File: config.mk
export PLATFORM = sky130hd
export DESIGN_NAME = logic_exec_unit
export DESIGN_NICKNAME = d
export VERILOG_FILES = /design/src/rtl/logic_exec_unit.sv
export SDC_FILE = /design/constraint.sdc
export NUM_CORES = 1
export LEC_CHECK = 0
export BUFFER_PORTS_ARGS = -buffer_cell sky130_fd_sc_hd__buf_2
export CORE_ASPECT_RATIO = 0.7
export CORE_MARGIN = 4
export CORE_UTILIZATION = 48
export DETAILED_ROUTE_END_ITERATION = 6
export PLACE_DENSITY = 0.76
export SLEW_MARGIN = 40
export SYNTH_ARGS = -nofsm -noshare
export SYNTH_HDL_FRONTEND = slang
export SYNTH_SLANG_ARGS = --single-unit
File: constraint.sdc
create_clock -name clk -period 1.8 [get_ports clk]
set_input_delay 0.09 -clock clk [delete_from_list [all_inputs] [get_ports clk]]
set_output_delay 0.09 -clock clk [all_outputs]
set_load 0.02 [all_outputs]
File: src/rtl/logic_exec_unit.sv
// logic_exec_unit: multi-cycle executor for the nibble logical instructions
// AND / OR / XOR / FAN (FAN = AND that only updates Z).
// Operands come from A, B, M(X), M(Y) or an immediate. Every instruction takes
// exactly CYCLES enabled cycles, counting the start cycle.
// Optional build feature: define LOGIC_EXEC_OPCOUNT_EN to add a saturating
// 16-bit op_count output that counts committed instructions.
//
// Handshake: start is taken only in IDLE on a clk_en-high edge, and the
// operands are snapshotted on that edge. busy is high from the next cycle
// through the COMMIT cycle. done pulses for exactly the COMMIT cycle. start
// while busy is dropped, not queued. While clk_en is low, state and strobes
// hold, so every strobe must be qualified with clk_en by the consumer.
module logic_exec_unit #(
  parameter int DATA_WIDTH = 4,
  parameter int ADDR_WIDTH = 12,
  parameter int CYCLES     = 7
) (
  input  logic                  clk,
  input  logic                  reset_n,
  input  logic                  clk_en,
  input  logic                  start,
  input  logic [1:0]            op,
  input  logic [1:0]            dst_sel,
  input  logic [1:0]            src_sel,
  input  logic                  src_imm,
  input  logic [DATA_WIDTH-1:0] imm,
  input  logic [DATA_WIDTH-1:0] a_in,
  input  logic [DATA_WIDTH-1:0] b_in,
  input  logic [ADDR_WIDTH-1:0] x_in,
  input  logic [ADDR_WIDTH-1:0] y_in,
  output logic [ADDR_WIDTH-1:0] mem_addr,
  output logic                  mem_rd,
  input  logic [DATA_WIDTH-1:0] mem_rdata,
  output logic                  mem_wr,
  output logic [DATA_WIDTH-1:0] mem_wdata,
  output logic                  a_we,
  output logic                  b_we,
  output logic [DATA_WIDTH-1:0] reg_wdata,
  output logic                  zero_we,
  output logic                  zero_out,
  output logic                  busy,
  output logic                  done
`ifdef LOGIC_EXEC_OPCOUNT_EN
  ,
  output logic [15:0]           op_count
`endif
);

  localparam logic [2:0] ST_IDLE    = 3'd0;
  localparam logic [2:0] ST_RD_DST  = 3'd1;
  localparam logic [2:0] ST_RD_SRC  = 3'd2;
  localparam logic [2:0] ST_COMPUTE = 3'd3;
  localparam logic [2:0] ST_PAD     = 3'd4;
  localparam logic [2:0] ST_COMMIT  = 3'd5;

  localparam logic [1:0] OP_AND = 2'd0;
  localparam logic [1:0] OP_OR  = 2'd1;
  localparam logic [1:0] OP_XOR = 2'd2;
  localparam logic [1:0] OP_FAN = 2'd3;

  localparam logic [1:0] SEL_A = 2'd0;
  localparam logic [1:0] SEL_B = 2'd1;

  // cnt value of the COMMIT cycle
  localparam logic [3:0] LAST_CNT = 4'(CYCLES - 1);

  // Five cycles is the minimum with fixed read slots; 15 is the 4-bit counter limit.
  generate
    if (CYCLES < 5 || CYCLES > 15) begin : g_cycles_out_of_range
      $error("logic_exec_unit: CYCLES must be in 5..15");
    end
  endgenerate

  logic [2:0]            r_state;
  logic [3:0]            r_cnt;
  logic [1:0]            r_op;
  logic [1:0]            r_dst_sel;
  logic [1:0]            r_src_sel;
  logic                  r_src_imm;
  logic [DATA_WIDTH-1:0] r_imm;
  logic [DATA_WIDTH-1:0] r_a;
  logic [DATA_WIDTH-1:0] r_b;
  logic [ADDR_WIDTH-1:0] r_x;
  logic [ADDR_WIDTH-1:0] r_y;
  logic [DATA_WIDTH-1:0] r_dst_val;
  logic [DATA_WIDTH-1:0] r_result;

  logic                  w_dst_mem;
  logic                  w_src_mem;
  logic [ADDR_WIDTH-1:0] w_dst_addr;
  logic [ADDR_WIDTH-1:0] w_src_addr;
  logic [DATA_WIDTH-1:0] w_dst_reg;
  logic [DATA_WIDTH-1:0] w_src_reg;
  logic [DATA_WIDTH-1:0] w_dst_now;
  logic [DATA_WIDTH-1:0] w_src_now;
  logic [DATA_WIDTH-1:0] w_alu;
  logic [3:0]            w_next_cnt;

  // Selector bit 1 means memory, bit 0 picks B over A or Y over X.
  assign w_dst_mem  = r_dst_sel[1];
  assign w_src_mem  = r_src_sel[1] & ~r_src_imm;
  assign w_dst_addr = r_dst_sel[0] ? r_y : r_x;
  assign w_src_addr = r_src_sel[0] ? r_y : r_x;
  assign w_dst_reg  = r_dst_sel[0] ? r_b : r_a;
  assign w_src_reg  = r_src_sel[0] ? r_b : r_a;
  assign w_dst_now  = w_dst_mem ? mem_rdata : w_dst_reg;
  assign w_src_now  = r_src_imm ? r_imm : (r_src_sel[1] ? mem_rdata : w_src_reg);
  assign w_next_cnt = r_cnt + 4'd1;

  // Bitwise operation at full width; FAN is an AND whose result is never written back.
  always_comb begin
    w_alu = '0;
    case (r_op)
      OP_AND:  w_alu = r_dst_val & w_src_now;
      OP_OR:   w_alu = r_dst_val | w_src_now;
      OP_XOR:  w_alu = r_dst_val ^ w_src_now;
      default: w_alu = r_dst_val & w_src_now;
    endcase
  end

  // Sequencer: operand snapshot, fixed read slots, compute, padding, commit.
  always_ff @(posedge clk) begin
    if (!reset_n) begin
      r_state   <= ST_IDLE;
      r_cnt     <= 4'd0;
      r_op      <= 2'd0;
      r_dst_sel <= 2'd0;
      r_src_sel <= 2'd0;
      r_src_imm <= 1'b0;
      r_imm     <= '0;
      r_a       <= '0;
      r_b       <= '0;
      r_x       <= '0;
      r_y       <= '0;
      r_dst_val <= '0;
      r_result  <= '0;
    end else if (clk_en) begin
      case (r_state)
        ST_IDLE: begin
          if (start) begin
            r_op      <= op;
            r_dst_sel <= dst_sel;
            r_src_sel <= src_sel;
            r_src_imm <= src_imm;
            r_imm     <= imm;
            r_a       <= a_in;
            r_b       <= b_in;
            r_x       <= x_in;
            r_y       <= y_in;
            r_cnt     <= 4'd1;
            r_state   <= ST_RD_DST;
          end
        end
        ST_RD_DST: begin
          r_cnt   <= w_next_cnt;
          r_state <= ST_RD_SRC;
        end
        ST_RD_SRC: begin
          r_dst_val <= w_dst_now;
          r_cnt     <= w_next_cnt;
          r_state   <= ST_COMPUTE;
        end
        ST_COMPUTE: begin
          r_result <= w_alu;
          r_cnt    <= w_next_cnt;
          r_state  <= (w_next_cnt == LAST_CNT) ? ST_COMMIT : ST_PAD;
        end
        ST_PAD: begin
          r_cnt <= w_next_cnt;
          if (w_next_cnt == LAST_CNT) r_state <= ST_COMMIT;
        end
        ST_COMMIT: begin
          r_cnt   <= 4'd0;
          r_state <= ST_IDLE;
        end
        default: begin
          r_cnt   <= 4'd0;
          r_state <= ST_IDLE;
        end
      endcase
    end
  end

  // Strobes and data decoded from state; every output is 0 in IDLE.
  always_comb begin
    mem_addr  = '0;
    mem_rd    = 1'b0;
    mem_wr    = 1'b0;
    mem_wdata = '0;
    a_we      = 1'b0;
    b_we      = 1'b0;
    reg_wdata = '0;
    zero_we   = 1'b0;
    zero_out  = 1'b0;
    done      = 1'b0;
    busy      = (r_state != ST_IDLE);
    case (r_state)
      ST_RD_DST: begin
        if (w_dst_mem) begin
          mem_rd   = 1'b1;
          mem_addr = w_dst_addr;
        end
      end
      ST_RD_SRC: begin
        if (w_src_mem) begin
          mem_rd   = 1'b1;
          mem_addr = w_src_addr;
        end
      end
      ST_COMMIT: begin
        done     = 1'b1;
        zero_we  = 1'b1;
        zero_out = (r_result == '0);
        if (r_op != OP_FAN) begin
          if (w_dst_mem) begin
            mem_wr    = 1'b1;
            mem_addr  = w_dst_addr;
            mem_wdata = r_result;
          end else begin
            reg_wdata = r_result;
            a_we      = (r_dst_sel == SEL_A);
            b_we      = (r_dst_sel == SEL_B);
          end
        end
      end
      default: ;
    endcase
  end

`ifdef LOGIC_EXEC_OPCOUNT_EN
  logic [15:0] r_op_count;

  // Count enabled commits (FAN included), saturating at all-ones.
  always_ff @(posedge clk) begin
    if (!reset_n) begin
      r_op_count <= 16'd0;
    end else if (clk_en && r_state == ST_COMMIT && r_op_count != 16'hFFFF) begin
      r_op_count <= r_op_count + 16'd1;
    end
  end

  assign op_count = r_op_count;
`endif

endmodule

### After elaboration in Yosys (flattened, before gate mapping)

Cells that the tools add are included.

| word-level totals | value |
|---|---|
| flip-flop bits (word level) | 58 |
| word-level logic and storage cells | 78 |

| operators by class | value |
|---|---|
| $add $sub $neg | 1 |
| equality and inequality tests | 12 |
| multiplexer cells | 37 |
| bitwise gates (word level) | 5 |
| reduce and logical (&&, ||, !) cells | 10 |

Operator list:

| operator | number |
|---|---|
| two-way mux 12 bit | 5 |
| two-way mux 4 bit | 12 |
| one-hot mux 12 bit (3 select lines) | 1 |
| one-hot mux 4 bit (2 select lines) | 2 |
| one-hot mux 3 bit (5 select lines) | 1 |
| two-way mux 1 bit | 13 |
| equality test 3 x 2 -> 1 bit, second input constant | 2 |
| equality test 3 bit, second input constant | 2 |
| two-way mux 3 bit | 2 |
| != test 2 bit, second input constant | 3 |
| AND reduction 2 bit | 3 |
| AND reduction 3 bit | 2 |
| adder 4 x 1 -> 4 bit, second input constant | 1 |
| AND 4 bit | 1 |
| equality test 2 x 1 -> 1 bit, second input constant | 2 |
| equality test 4 x 3 -> 1 bit, second input constant | 1 |
| zero test 4 bit | 1 |
| OR 4 bit | 1 |
| OR reduction 4 bit | 1 |
| bitwise XOR 4 bit | 1 |
| equality test 3 x 1 -> 1 bit, second input constant | 1 |
| zero test 3 bit | 1 |
| nonzero test 3 bit | 1 |
| equality test 2 bit, second input constant | 1 |
| other kinds (4) | 4 |

### Logic depth before layout (Yosys ltp)

| logic depth | value |
|---|---|
| depth in word-level cells | 5 |
| depth in mapped cells | 9 |

### Worst setup path before layout

Ideal clock, no wire load.

| timing path | value |
|---|---|
| path type | register to register |
| start | reg r_src_sel[0] |
| end | reg r_result[3] |
| arrival time | 1.676 ns |
| data required time | 1.684 ns |
| setup slack | 0.007 ns |
| cell stages (with the launch flop) | 8 |
| path buffers | 1 |
| period minus slack after synthesis | 1.793 ns |
| cell sequence | dfxtp_1 clkbuf_1 a211oi_1 o31a_2 ha_1 a221oi_1 a211o_1 a21boi_1 |

| between the ends | value |
|---|---|
| longest elaborated chain between the ends | 5 |
| elaborated cells on any way between the ends | 7 |
| classes of those cells | mux: 4; bitwise: 3 |

RTL lines:

| item | RTL line | text |
|---|---|---|
| start, declared | 78 | `logic [1:0] r_src_sel;` |
| start signal, assigned | 143 | `r_src_sel <= src_sel;` |
| two-way mux 4 bit * | 105 | `assign w_src_reg = r_src_sel[0] ? r_b : r_a;` |
| two-way mux 4 bit * (2 in a row) | 107 | `assign w_src_now = r_src_imm ? r_imm : (r_src_sel[1] ? mem_rdata : w_src_reg);` |
| AND 4 bit, or another cell as far along | 114, 117 |  |
| one-hot mux 4 bit (2 select lines) * | 113 | `case (r_op)` |
| end signal, assigned | 164 | `r_result <= w_alu;` |
| end, declared | 86 | `logic [DATA_WIDTH-1:0] r_result;` |

Mark *: on every way between the ends. The rest lies on a longest branch, timed or not.
A chain may end at the register's enable or synchronous reset.

### Worst setup path in the final report

| timing path | value |
|---|---|
| start | reg r_state[1] |
| end | out mem_addr[10] |

| between the ends | value |
|---|---|
| longest elaborated chain between the ends | 2 |
| elaborated cells on any way between the ends | 4 |
| classes of those cells | eq/ne: 3; mux: 1 |

RTL lines:

| item | RTL line | text |
|---|---|---|
| start, declared | 74 | `logic [2:0] r_state;` |
| start signal, assigned | 166 | `r_state <= (w_next_cnt == LAST_CNT) ? ST_COMMIT : ST_PAD;` |
| equality test 3 bit, or another cell as far along | 197 | `case (r_state)` |
| one-hot mux 12 bit (3 select lines) * | 197 |  |
| end, declared | 31 | `output logic [ADDR_WIDTH-1:0] mem_addr,` |

Marked as above.

==> insert_results.sql <==
INSERT INTO impl_metrics (metric_group, metric, value, unit) VALUES
('floorplan', 'io_pins', '79', ''),
('run_status', 'violations', 'negative setup slack', ''),
('timing', 'worst_slack_setup_final', '-0.187', 'ns'),
('timing', 'skew', '0.00478', 'ns'),
('placed_design', 'dp_slack', '0.0319', 'ns'),
('route', 'detail_route.iter0.violations', '182', ''),
('synth', 'synth_area_leaders', 'dfxtp_1, nand2_1, a21boi_1', ''),
('route', 'route.antenna.remaining_nets', '0', ''),
('grt', 'grt_first_pass_wirelength', '14400', 'um'),
('timing', 'relSlewSlack', '69.3', '%'),
('final_layout', 'post_route_cells_drive_above_1_share', '27.5', '%'),
('critical_path', 'critPathMaxStageDelay', '0.33', 'ns'),
('synth', 'mappedNetlistNets', '450', ''),
('timing', 'rsz0062_at_grt', 'yes', ''),
('clocking', 'clockRootBuffer', 'clkbuf_8', ''),
('critical_path', 'r2r_start', 'r_src_sel[1]', ''),
('synth', 'synth_fa_ha_area_share', '5.16', '%'),
('placed_design', 'placement.cell_area', '3650', 'sq um'),
('clocking', 'clock_sink_count', '58', ''),
('final_layout', 'layout.nets', '565', ''),
('final_layout', 'final-instance-count-excl-fill', '584', ''),
('synth', 'post-synth-top-area-cell', 'dfxtp_1', ''),
('synth', 'ys.flop_type', 'dfxtp_1', ''),
('synth', 'synth.ff_latch_count', '58', ''),
('final_layout', 'fin_area', '4420', 'sq um'),
('synth', 'synth.top_cells.by_count', 'nand2_1, dfxtp_1, a21boi_1', ''),
('route', 'detail_route.first_pass.iterations', '7', ''),
('grt', 'global_route_usage_over_all_layers', '23.1', '%'),
('timing', 'tightest_slew', '0.455', 'ns'),
('grt', 'gr-total-overflow', '0', ''),
('route', 'wl', '9390', 'um'),
('power_and_ir_drop', 'max_ir_drop_vdd', '0.000506', 'V'),
('critical_path', 'worstSetupEndpointType', 'output port', ''),
('run_status', 'outcome', 'finished with violations', ''),
('placed_design', 'place_inst', '529', ''),
('floorplan', 'start_util', '50.0', '%'),
('synth', 'synth_top_family_by_area', 'compound AO/OA/AOI/OAI gates', ''),
('synth', 'synth.cell_area', '3150', 'sq um'),
('power_and_ir_drop', 'post-layout-total-power', '3.18', 'mW'),
('critical_path', 'cp_data_required_time', '1.71', 'ns'),
('synth', 'yosys-mux-area-fraction', '2.86', '%'),
('clocking', 'clk-insertion-delay-late', '0.33', 'ns'),
('floorplan', 'die-height', '75.8', 'um'),
('timing', 'min_cycle_time_layout', '1.99', 'ns'),
('hold_path', 'worst_hold_startpoint', 'b_in[3]', ''),
('clocking', 'cts_tree', 'done', ''),
('synth', 'syn_area_per_cell', '8.17', 'sq um'),
('hold_path', 'hold_end', 'r_b[3]', ''),
('hold_path', 'path_class_of_the_lowest_slack_min_delay_path', 'in2reg', ''),
('critical_path', 'r2r_path_end', 'r_result[3]', ''),
('final_layout', 'synth_to_final_area_change', '40.3', '%'),
('power_and_ir_drop', 'pwr_density_cell', '718', 'nW/um^2'),
('clocking', 'htree_num_levels', '3', ''),
('synth', 'synth_most_common_cell', 'nand2_1', ''),
('timing', 'fin_setup_tns', '-2.13', 'ns'),
('critical_path', 'register_to_register_setup_slack', '0.02', 'ns'),
('timing', 'max_freq', '503', 'MHz'),
('critical_path', 'cpMaxStageDelayCell', 'dfxtp_2', ''),
('critical_path', 'worst-path-max-fanout', '12', ''),
('route', 'post_drt_wl_per_cell', '16.1', 'um'),
('placed_design', 'portbufs', '78', ''),
('hold_path', 'min_delay_path_depth', '3', ''),
('critical_path', 'critPathLaunchType', 'flip-flop', ''),
('timing', 'finalSetupViolCount', '18', ''),
('timing', 'timing.final.max_slew_violations', '0', ''),
('timing', 'timing.final.hold_violations', '0', ''),
('synth', 'synth_top_area_share', '36.8', '%'),
('final_layout', 'layout.core_utilization', '70.1', '%'),
('critical_path', 'criticalPathCategory', 'reg2out', ''),
('route', 'drt_drc_violations_left', '0', ''),
('floorplan', 'core', '6310', 'sq um');
[cell families after synthesis]
logic type / Yosys count
AOI/OAI and AO/OA: 100
xor gates and xnor gates: 1
adders and majority gates: 13
buffers and inverters: 51
DFF: 58
muxes: 9
and+or+nand+nor: 154
[worst reg2reg max path: stages (launching register included)]
cell	delay, ns
dfxtp_4	0.35
buf_4	0.13
nor2b_1	0.12
o31a_2	0.36
ha_4	0.29
a221oi_4	0.06
a211o_1	0.29
a21boi_2	0.12
[metal layers]
metal | track usage (%) | vias to the layer above | routed length (um)
li1 | - | 1532 | -
met1 | 31.6 | 1497 | 4430
met2 | 36.6 | 122 | 4250
met3 | 6.18 | 21 | 527
met4 | 6.26 | 0 | 183
met5 | 0 | - | 0
[layout make-up]
| class | count | area [sq um] |
|---|---|---|
| fill | 484 | 1880 |
| inverter | 23 | 86.3 |
| sequential | 58 | 1170 |
| timing repair buffer | 131 | 966 |
| clock inverter | 5 | 77.6 |
| tap | 78 | 97.6 |
| clock buffer | 11 | 141 |
| multi-input combinational | 278 | 1890 |
[registers in the layout (all words and copies together) (netlist names)]
signal     cells
r_dst_val      4
r_imm          4
r_a            4
r_src_sel      2
r_result       4
r_dst_sel      2
r_src_imm      1
r_state        3
r_b            4
r_cnt          4
r_x           12
r_op           2
r_y           12
[report_power, final]
group / internal, mW / switching, mW / leakage, nW
Combinational: 0.237 / 0.228 / 1.34
Sequential: 1.34 / 0.0507 / 0.474
Clock: 0.812 / 0.510 / 0.109
[timing repair]
item | in CTS | in global routing
hold buffers | 33 | 0
buffers inserted | 1 | 4
resized for setup | 28 | 10
setup endpoints to repair | 22 | 26
cloned | 1 | 0
endpoints found under the hold margin | 33 | 0
pin swaps | 3 | 7
[placed cells by master (no fill, tap or decap), drive strengths merged, types with 6 or more instances in the layout]
cell type,Yosys,routed
nand2,106,106
buf,16,98
dfxtp,58,58
a21boi,49,49
dlygate4sd3,0,33
inv,23,23
nor2b,17,17
o21ai,13,13
ha,13,13
a22o,12,12
clkbuf,12,11
and2,10,10
mux2i,9,9
nand3,6,6
[worst max-delay path by stage]
stage | slack (ns) | cells after the start | end | startpoint
2_1_floorplan | 0.007 | 7 | r_result[3] | r_src_sel[0]
3_3_place_gp | 0.08 | 6 | r_result[0] | r_src_sel[0]
3_5_place_dp | 0.03 | 6 | r_result[3] | r_src_sel[0]
4_1_cts | -0.14 | 7 | mem_addr[10] | r_state[0]
5_1_grt | -0.25 | 7 | mem_addr[0] | r_state[1]
6_report | -0.19 | 7 | mem_addr[10] | r_state[1]
(Power assumes the default switching activity.)
